<file path="config.mk">
export PLATFORM = sky130hd
export DESIGN_NAME = mem_uart_bridge
export DESIGN_NICKNAME = d
export VERILOG_FILES = /design/src/rtl/mem_uart_bridge.sv
export SDC_FILE = /design/constraint.sdc
export NUM_CORES = 1
export LEC_CHECK = 0
export BUFFER_PORTS_ARGS = -buffer_cell sky130_fd_sc_hd__buf_2
export CAP_MARGIN = 15
export CORE_UTILIZATION = 30
export DETAILED_ROUTE_END_ITERATION = 12
export PLACE_DENSITY = 0.47
export SYNTH_ARGS = -nofsm -noshare
export SYNTH_HDL_FRONTEND = slang
export SYNTH_SLANG_ARGS = --single-unit
</file>
<file path="constraint.sdc">
create_clock -name clk_i -period 4.77 [get_ports clk_i]
set_input_delay 0 -clock clk_i [delete_from_list [all_inputs] [get_ports clk_i]]
set_output_delay 0 -clock clk_i [all_outputs]
set_load 0.02 [all_outputs]
</file>
<file path="src/rtl/mem_uart_bridge.sv">
`timescale 1ns/1ps
`default_nettype none
// ============================================================================
// Module   : mem_uart_bridge
// Brief    : Link master that turns one native memory request into UART link
//            bytes and completes it when the far end answers.
//            Optional macro MEM_UART_BRIDGE_TIMEOUT_EN adds a response watchdog.
// Revision : 1.0 - initial release
// ============================================================================
module mem_uart_bridge #(
    parameter logic [7:0]  ACK_BYTE       = 8'hC8,
    parameter logic [7:0]  READ_CMD       = 8'h77,
    parameter logic [31:0] TIMEOUT_CYCLES = 32'd1000000
) (
    input  logic        clk_i,
    input  logic        reset_ni,
    input  logic        mem_valid_i,
    input  logic [31:0] mem_addr_i,
    input  logic [31:0] mem_wdata_i,
    input  logic [3:0]  mem_wstrb_i,
    output logic        mem_ready_o,
    output logic [31:0] mem_rdata_o,
    output logic [7:0]  tx_tdata_o,
    output logic        tx_tvalid_o,
    input  logic        tx_tready_i,
    input  logic [7:0]  rx_tdata_i,
    input  logic        rx_tvalid_i,
    output logic        rx_tready_o,
    output logic        err_o
);

    typedef enum logic [2:0] {
        S_IDLE  = 3'd0,
        S_CMD   = 3'd1,
        S_ADDR  = 3'd2,
        S_WDATA = 3'd3,
        S_RDATA = 3'd4,
        S_ACK   = 3'd5,
        S_DONE  = 3'd6
    } state_t;

    state_t      r_state;
    logic [31:0] r_addr;
    logic [31:0] r_wdata;
    logic [3:0]  r_wstrb;
    logic [1:0]  r_idx;
    logic [23:0] r_rbuf;

`ifdef MEM_UART_BRIDGE_TIMEOUT_EN
    localparam logic [31:0] C_TIMEOUT_RDATA = 32'hDEADBEEF;
    logic [31:0] r_wdog;
`else
    logic w_unused_timeout;
    assign w_unused_timeout = ^TIMEOUT_CYCLES;
`endif

    function automatic logic [7:0] byte_of(input logic [31:0] word, input logic [1:0] idx);
        return word[{idx, 3'b000} +: 8];
    endfunction

    always_ff @(posedge clk_i or negedge reset_ni) begin
        if (!reset_ni) begin
            r_state     <= S_IDLE;
            r_addr      <= '0;
            r_wdata     <= '0;
            r_wstrb     <= '0;
            r_idx       <= '0;
            r_rbuf      <= '0;
            mem_ready_o <= 1'b0;
            mem_rdata_o <= '0;
            tx_tdata_o  <= '0;
            tx_tvalid_o <= 1'b0;
            rx_tready_o <= 1'b0;
            err_o       <= 1'b0;
`ifdef MEM_UART_BRIDGE_TIMEOUT_EN
            r_wdog      <= '0;
`endif
        end else begin
            mem_ready_o <= 1'b0;
            case (r_state)
                S_IDLE: begin
                    if (mem_valid_i && !mem_ready_o) begin
                        r_addr      <= mem_addr_i;
                        r_wdata     <= mem_wdata_i;
                        r_wstrb     <= mem_wstrb_i;
                        r_idx       <= '0;
                        tx_tvalid_o <= 1'b1;
                        tx_tdata_o  <= (mem_wstrb_i == 4'h0) ? READ_CMD : {4'h2, mem_wstrb_i};
                        r_state     <= S_CMD;
                    end
                end
                S_CMD: begin
                    if (tx_tready_i) begin
                        tx_tdata_o <= r_addr[7:0];
                        r_idx      <= '0;
                        r_state    <= S_ADDR;
                    end
                end
                S_ADDR: begin
                    if (tx_tready_i) begin
                        if (r_idx == 2'd3) begin
                            r_idx <= '0;
                            if (r_wstrb == 4'h0) begin
                                tx_tvalid_o <= 1'b0;
                                rx_tready_o <= 1'b1;
                                r_state     <= S_RDATA;
                            end else begin
                                tx_tdata_o <= r_wdata[7:0];
                                r_state    <= S_WDATA;
                            end
                        end else begin
                            r_idx      <= r_idx + 2'd1;
                            tx_tdata_o <= byte_of(r_addr, r_idx + 2'd1);
                        end
                    end
                end
                S_WDATA: begin
                    if (tx_tready_i) begin
                        if (r_idx == 2'd3) begin
                            r_idx       <= '0;
                            tx_tvalid_o <= 1'b0;
                            rx_tready_o <= 1'b1;
                            r_state     <= S_ACK;
                        end else begin
                            r_idx      <= r_idx + 2'd1;
                            tx_tdata_o <= byte_of(r_wdata, r_idx + 2'd1);
                        end
                    end
                end
                S_RDATA: begin
                    if (rx_tvalid_i) begin
                        if (r_idx == 2'd3) begin
                            // Commit all four bytes at once so a partial read never leaks out
                            mem_rdata_o <= {rx_tdata_i, r_rbuf};
                            r_idx       <= '0;
                            rx_tready_o <= 1'b0;
                            mem_ready_o <= 1'b1;
                            r_state     <= S_DONE;
                        end else begin
                            r_rbuf <= {rx_tdata_i, r_rbuf[23:8]};
                            r_idx  <= r_idx + 2'd1;
                        end
                    end
                end
                S_ACK: begin
                    if (rx_tvalid_i) begin
                        if (rx_tdata_i != ACK_BYTE) begin
                            err_o <= 1'b1;
                        end
                        rx_tready_o <= 1'b0;
                        mem_ready_o <= 1'b1;
                        r_state     <= S_DONE;
                    end
                end
                S_DONE: begin
                    r_state <= S_IDLE;
                end
                default: begin
                    tx_tvalid_o <= 1'b0;
                    rx_tready_o <= 1'b0;
                    r_state     <= S_IDLE;
                end
            endcase

`ifdef MEM_UART_BRIDGE_TIMEOUT_EN
            // Watchdog overrides the state decode above when it expires
            if ((r_state == S_RDATA) || (r_state == S_ACK)) begin
                if (rx_tvalid_i) begin
                    r_wdog <= '0;
                end else if (r_wdog == TIMEOUT_CYCLES - 32'd1) begin
                    r_wdog      <= '0;
                    r_idx       <= '0;
                    err_o       <= 1'b1;
                    rx_tready_o <= 1'b0;
                    mem_ready_o <= 1'b1;
                    r_state     <= S_DONE;
                    if (r_state == S_RDATA) begin
                        mem_rdata_o <= C_TIMEOUT_RDATA;
                    end
                end else begin
                    r_wdog <= r_wdog + 32'd1;
                end
            end else begin
                r_wdog <= '0;
            end
`endif
        end
    end

endmodule
`default_nettype wire

</file>
* Yosys cells after proc, flatten, opt, wreduce, memory -nomap -nowiden
Cells that the tools add are included.
** Storage, ports and cells
- Bits of input ports :: 81
- Register bits :: 141
** Cells by class
- Equality and inequality tests :: 21
- Bitwise logic cells :: 3
- Mux-type cells :: 45
- Add/sub/neg operators :: 1
- Shift operators :: 2
- Reduce and logical (&&, ||, !) cells :: 19
** Operator list (count)
- $shiftx A32 B6 Y8 :: 2
- $mux W8 :: 7
- $pmux W8 S4 :: 1
- $mux W3 :: 10
- $ne A2 B2 Y1 const B :: 11
- $pmux W3 S6 :: 1
- $reduce_and A9 Y1 :: 2
- $mux W1 :: 16
- $reduce_and A7 Y1 :: 2
- $mux W2 :: 5
- $eq A3 B3 Y1 const B :: 3
- $reduce_and A3 Y1 :: 3
- $logic_not A4 Y1 :: 2
- $ne A8 B8 Y1 const B :: 1
- $pmux W2 S4 :: 1
- $reduce_bool A4 Y1 :: 2
- $mux W7 :: 1
- $eq A3 B2 Y1 const B :: 2
- $pmux W1 S5 :: 1
- $reduce_and A5 Y1 :: 1
- $pmux W1 S4 :: 1
- $reduce_or A4 Y1 :: 1
- $eq A3 B1 Y1 const B :: 1
- $logic_not A3 Y1 :: 1
- other kinds (11) :: 13

* Longest topological paths before layout
- Depth after elaboration :: 5
- Depth in mapped cells :: 7

* Worst setup path before layout
No wires, ideal clock.
- Kind :: flip-flop to flip-flop
- Start point :: reg r_idx[0]
- End point :: reg tx_tdata_o[6]
- Stages on the path, launching flop included :: 7
- Buffers on the path :: 1
- Data required time :: 4.645 ns
- Slack :: 2.548 ns
- Data arrival time :: 2.097 ns
- Library setup time :: 0.125 ns
- Cells stage by stage :: dfrtp_1 ha_1 clkbuf_1 mux4_2 mux2_2 a211o_1 mux2_2
** On the way
- Longest elaborated chain between the ends :: 5
- Elaborated cells on any way between the ends :: 12
** RTL lines
- start, declared :: line 46 : logic [1:0] r_idx;
- start signal, assigned :: line 112 : r_idx <= r_idx + 2'd1;
- start signal, assigned :: line 125 : r_idx <= r_idx + 2'd1;
- start signal, assigned :: line 141 : r_idx <= r_idx + 2'd1;
- $add A2 B1 Y2 :: line 113, 126
- $shiftx A32 B6 Y8 :: line 58 : return word[{idx, 3'b000} +: 8];
- $mux W8, on equally long branches :: line 119, 101
- $mux W8, on equally long branches :: line 118, 100
- $pmux W8 S4 :: line 80 : case (r_state)
- end signal, assigned :: line 88 : tx_tdata_o <= (mem_wstrb_i == 4'h0) ? READ_CMD : {4'h2, mem_wstrb_i};
- end signal, assigned :: line 94 : tx_tdata_o <= r_addr[7:0];
- end signal, assigned :: line 126 : tx_tdata_o <= byte_of(r_wdata, r_idx + 2'd1);
- end, declared :: line 23 : output logic [7:0] tx_tdata_o,
Several ways; a longest one is shown, not always the timed one. The select of a mux whose other input is x is not followed.
A chain may end at the register's enable or synchronous reset.

* Final worst setup path
- Start point :: reg r_state[1]
- End point :: reg r_addr[4]
** On the way
- Longest elaborated chain between the ends :: 2
** RTL lines
- start, declared :: line 42 : state_t r_state;
- start signal, assigned :: line 63 : r_state <= S_IDLE;
- start signal, assigned :: line 89 : r_state <= S_CMD;
- start signal, assigned :: line 96 : r_state <= S_ADDR;
- $logic_not A3 Y1 :: line 80
- $reduce_and A2 Y1 (no line)
- end signal, assigned :: line 83 : r_addr <= mem_addr_i;
- end, declared :: line 43 : logic [31:0] r_addr;
Every way passes these cells.

==> flow_summary.json <==
{
  "final_antenna_net_count": 0,
  "skew_ps": 7.95,
  "die_area_um2": 21600,
  "p_total_mw": 5.04,
  "portBuffers": 124,
  "final_cell_mix": "141 x dfrtp_1, 136 x mux2_2, 123 x buf_2",
  "cp_max_fo": 29,
  "vdd_ir_drop_max_mv": 0.196,
  "wire_per_inst_um": 16.8,
  "hold_viol_final": 0,
  "gp_congestion": 0.815,
  "postLayoutCoreUtil_pct": 41.9,
  "coreArea_um2": 20400,
  "start_kind": "register",
  "synth.top_cell.area_share_pct": 55.9,
  "drt-vias-per-instance": 4.74,
  "synth_area_um2": 6310,
  "yosysTopAreaCell": "dfrtp_1",
  "finalMaxSlewViolations": 0,
  "htreeDepth": 4,
  "ys_types": 54,
  "hold_path_class": "in2reg",
  "report.final.setup_viol": 0,
  "worst_pin_slew_ps": 955,
  "synth_nets": 517,
  "maxCapViolCount": 0,
  "end_kind": "register",
  "cts_sinks": 141,
  "drive_above_1_share_pct": 47.3,
  "numCtsBuffers": 17,
  "r2r_setup_slack_ps": 1790,
  "clk_latency_ps": 420,
  "fin_nets": 717,
  "area_growth_pct": 35.8,
  "grt_pass1_vias": 4586,
  "fin_area_um2": 8570,
  "syn-instance-count": 435,
  "path_class": "reg2reg",
  "grtUsageTotal_pct": 15.2,
  "slew_headroom_pct": 36.3,
  "rsz0062_at_grt": "no",
  "fmax_ghz": 0.336,
  "antenna_cells": 0,
  "cts_tree": "built",
  "rows": 52,
  "die_height_um": 147,
  "routed_wl_mm": 15.4,
  "root_buffer": "clkbuf_16",
  "fin_crit_ps": 2980,
  "first_pass_iters": 4,
  "drtIter0Drc": 100,
  "fin_worst_hold_slack_ps": 94.5,
  "synth-edff-count": 0,
  "yosys_warnings": 0,
  "num_vias": 4346,
  "synth_seq_area_share_pct": 55.9,
  "synthFlopType": "dfrtp_1",
  "final_common_cell": "dfrtp_1",
  "critPathArrivalTime_ps": 3290,
  "period_share_pct": 62.5,
  "worstPathRequired_ps": 5080,
  "ys_top_cells_by_area": "dfrtp_1 56%, mux2_2 24%, mux2i_1 2.4%",
  "overflow": 0,
  "initial_core_util_pct": 30.9,
  "place_hpwl_mm": 10.5,
  "io_pins": 125,
  "cellLeakagePower_nw": 3.97,
  "grt_max_degree": 102,
  "synth-async-reset-ratio_pct": 100,
  "regArea_um2": 3530,
  "dpl_cell_area_um2": 7170,
  "die_w_um": 147,
  "power_density_nw_per_um2": 588,
  "grt_pass1_wl_mm": 24.9,
  "multi_input_area_um2": 2620,
  "synth_seq_cells": 141,
  "route.detailed.drc": 0,
  "setup_tns_ps": 0,
  "nFillCells": 1952,
  "avgSynthCellArea_um2": 14.5,
  "antenna_found_initial": 0,
  "clkTransAtPathRegs_ps": 60,
  "status": "completed",
  "clockBufferDepth": 2
}
timing repair:
item,4_1_cts,5_1_grt
buffers inserted,0,0
gates resized for setup,0,0
hold endpoints to repair,188,0
hold buffers,78,0
metrics by stage:
| stage | setup slack, ps | cells |
|---|---|---|
| global route | 1580 | 917 |
| detailed placement | 1730 | 808 |
| finish | 1790 | 917 |
| global placement | 1810 | 808 |
| floorplan | 2550 | 435 |
| CTS | 1730 | 917 |
cell usage after synthesis (3+ instances only):
master and n:
mux4_2 6, buf_6 5, o2bb2ai_1 5, o221ai_1 4
mux4_1 3, mux2i_1 15, nand2_1 4, dfrtp_1 141
a31oi_1 5, o21ai_0 7, a211oi_1 5, o211ai_1 5
nor2_1 10, nor2b_1 8, buf_2 9, mux2_2 136
nor3_1 3, a21oi_1 5, inv_1 5, o22ai_1 3
clkbuf_1 11
final cells by class:
cell class                 count  share of cell area [%]
clock inverter                10                    1.93
timing repair buffer         208                    17.0
multi-input combinational    262                    30.5
sequential                   141                    41.2
clock buffer                  21                    5.26
inverter                       5                   0.219
tap                          270                    3.94
where the power goes:
part,internal (mW),total [mW],switching [mW]
Combinational,0.918,1.68,0.764
Sequential,1.62,1.96,0.343
Clock,0.886,1.39,0.504
Total,3.43,5.04,1.61
layer usage:
metal  part of all wire, %  global-route usage (%)
met1                    48                    20.7
met2                    47                    23.6
met3                   4.2                    3.85
met4                  0.93                    4.95
met5                     0                       0
worst max-delay path, cell delays in order, from the launching register on:
cell	delay [ps]
dfrtp_1	700
or4b_4	710
nor2_4	600
buf_4	460
mux2_2	380
logic make-up (layout without fill, tap and decap cells):
| group | Yosys count | after routing | synth area share (%) |
|---|---|---|---|
| muxes | 160 | 160 | 30.0 |
| DFF | 141 | 141 | 55.9 |
| AOI/OAI and AO/OA | 55 | 55 | 6.51 |
| and+or+nand+nor | 45 | 45 | 4.44 |
| buffers and inverters | 32 | 244 | 2.74 |
| adders and majority gates | 1 | 1 | 0.198 |
| xor gates and xnor gates | 1 | 1 | 0.139 |
state kept, by name, summed over array words and instances, names as in the netlist:
register / flops
mem_ready_o: 1
r_wstrb: 4
err_o: 1
r_addr: 32
r_wdata: 32
r_rbuf: 24
r_state: 3
tx_tdata_o: 8
mem_rdata_o: 32
r_idx: 2
rx_tready_o: 1
tx_tvalid_o: 1
worst paths after layout:
check / depth (start not counted) / start / endpoint
worst max-delay path: 4 / r_state[1]$_DFFE_PN0P_ / r_addr[4]$_DFFE_PN0P_
worst min-delay path: 4 / tx_tready_i / tx_tvalid_o$_DFFE_PN0P_
worst max register to register: 4 / r_state[1]$_DFFE_PN0P_ / r_addr[4]$_DFFE_PN0P_
worst min register to register: 1 / err_o$_DFFE_PN0P_ / err_o$_DFFE_PN0P_
max in group asynchronous: 3 / reset_ni / mem_rdata_o[19]$_DFFE_PN0P_
min in group asynchronous: 2 / reset_ni / r_addr[0]$_DFFE_PN0P_
Note: power is estimated with default switching activity, not from simulation.
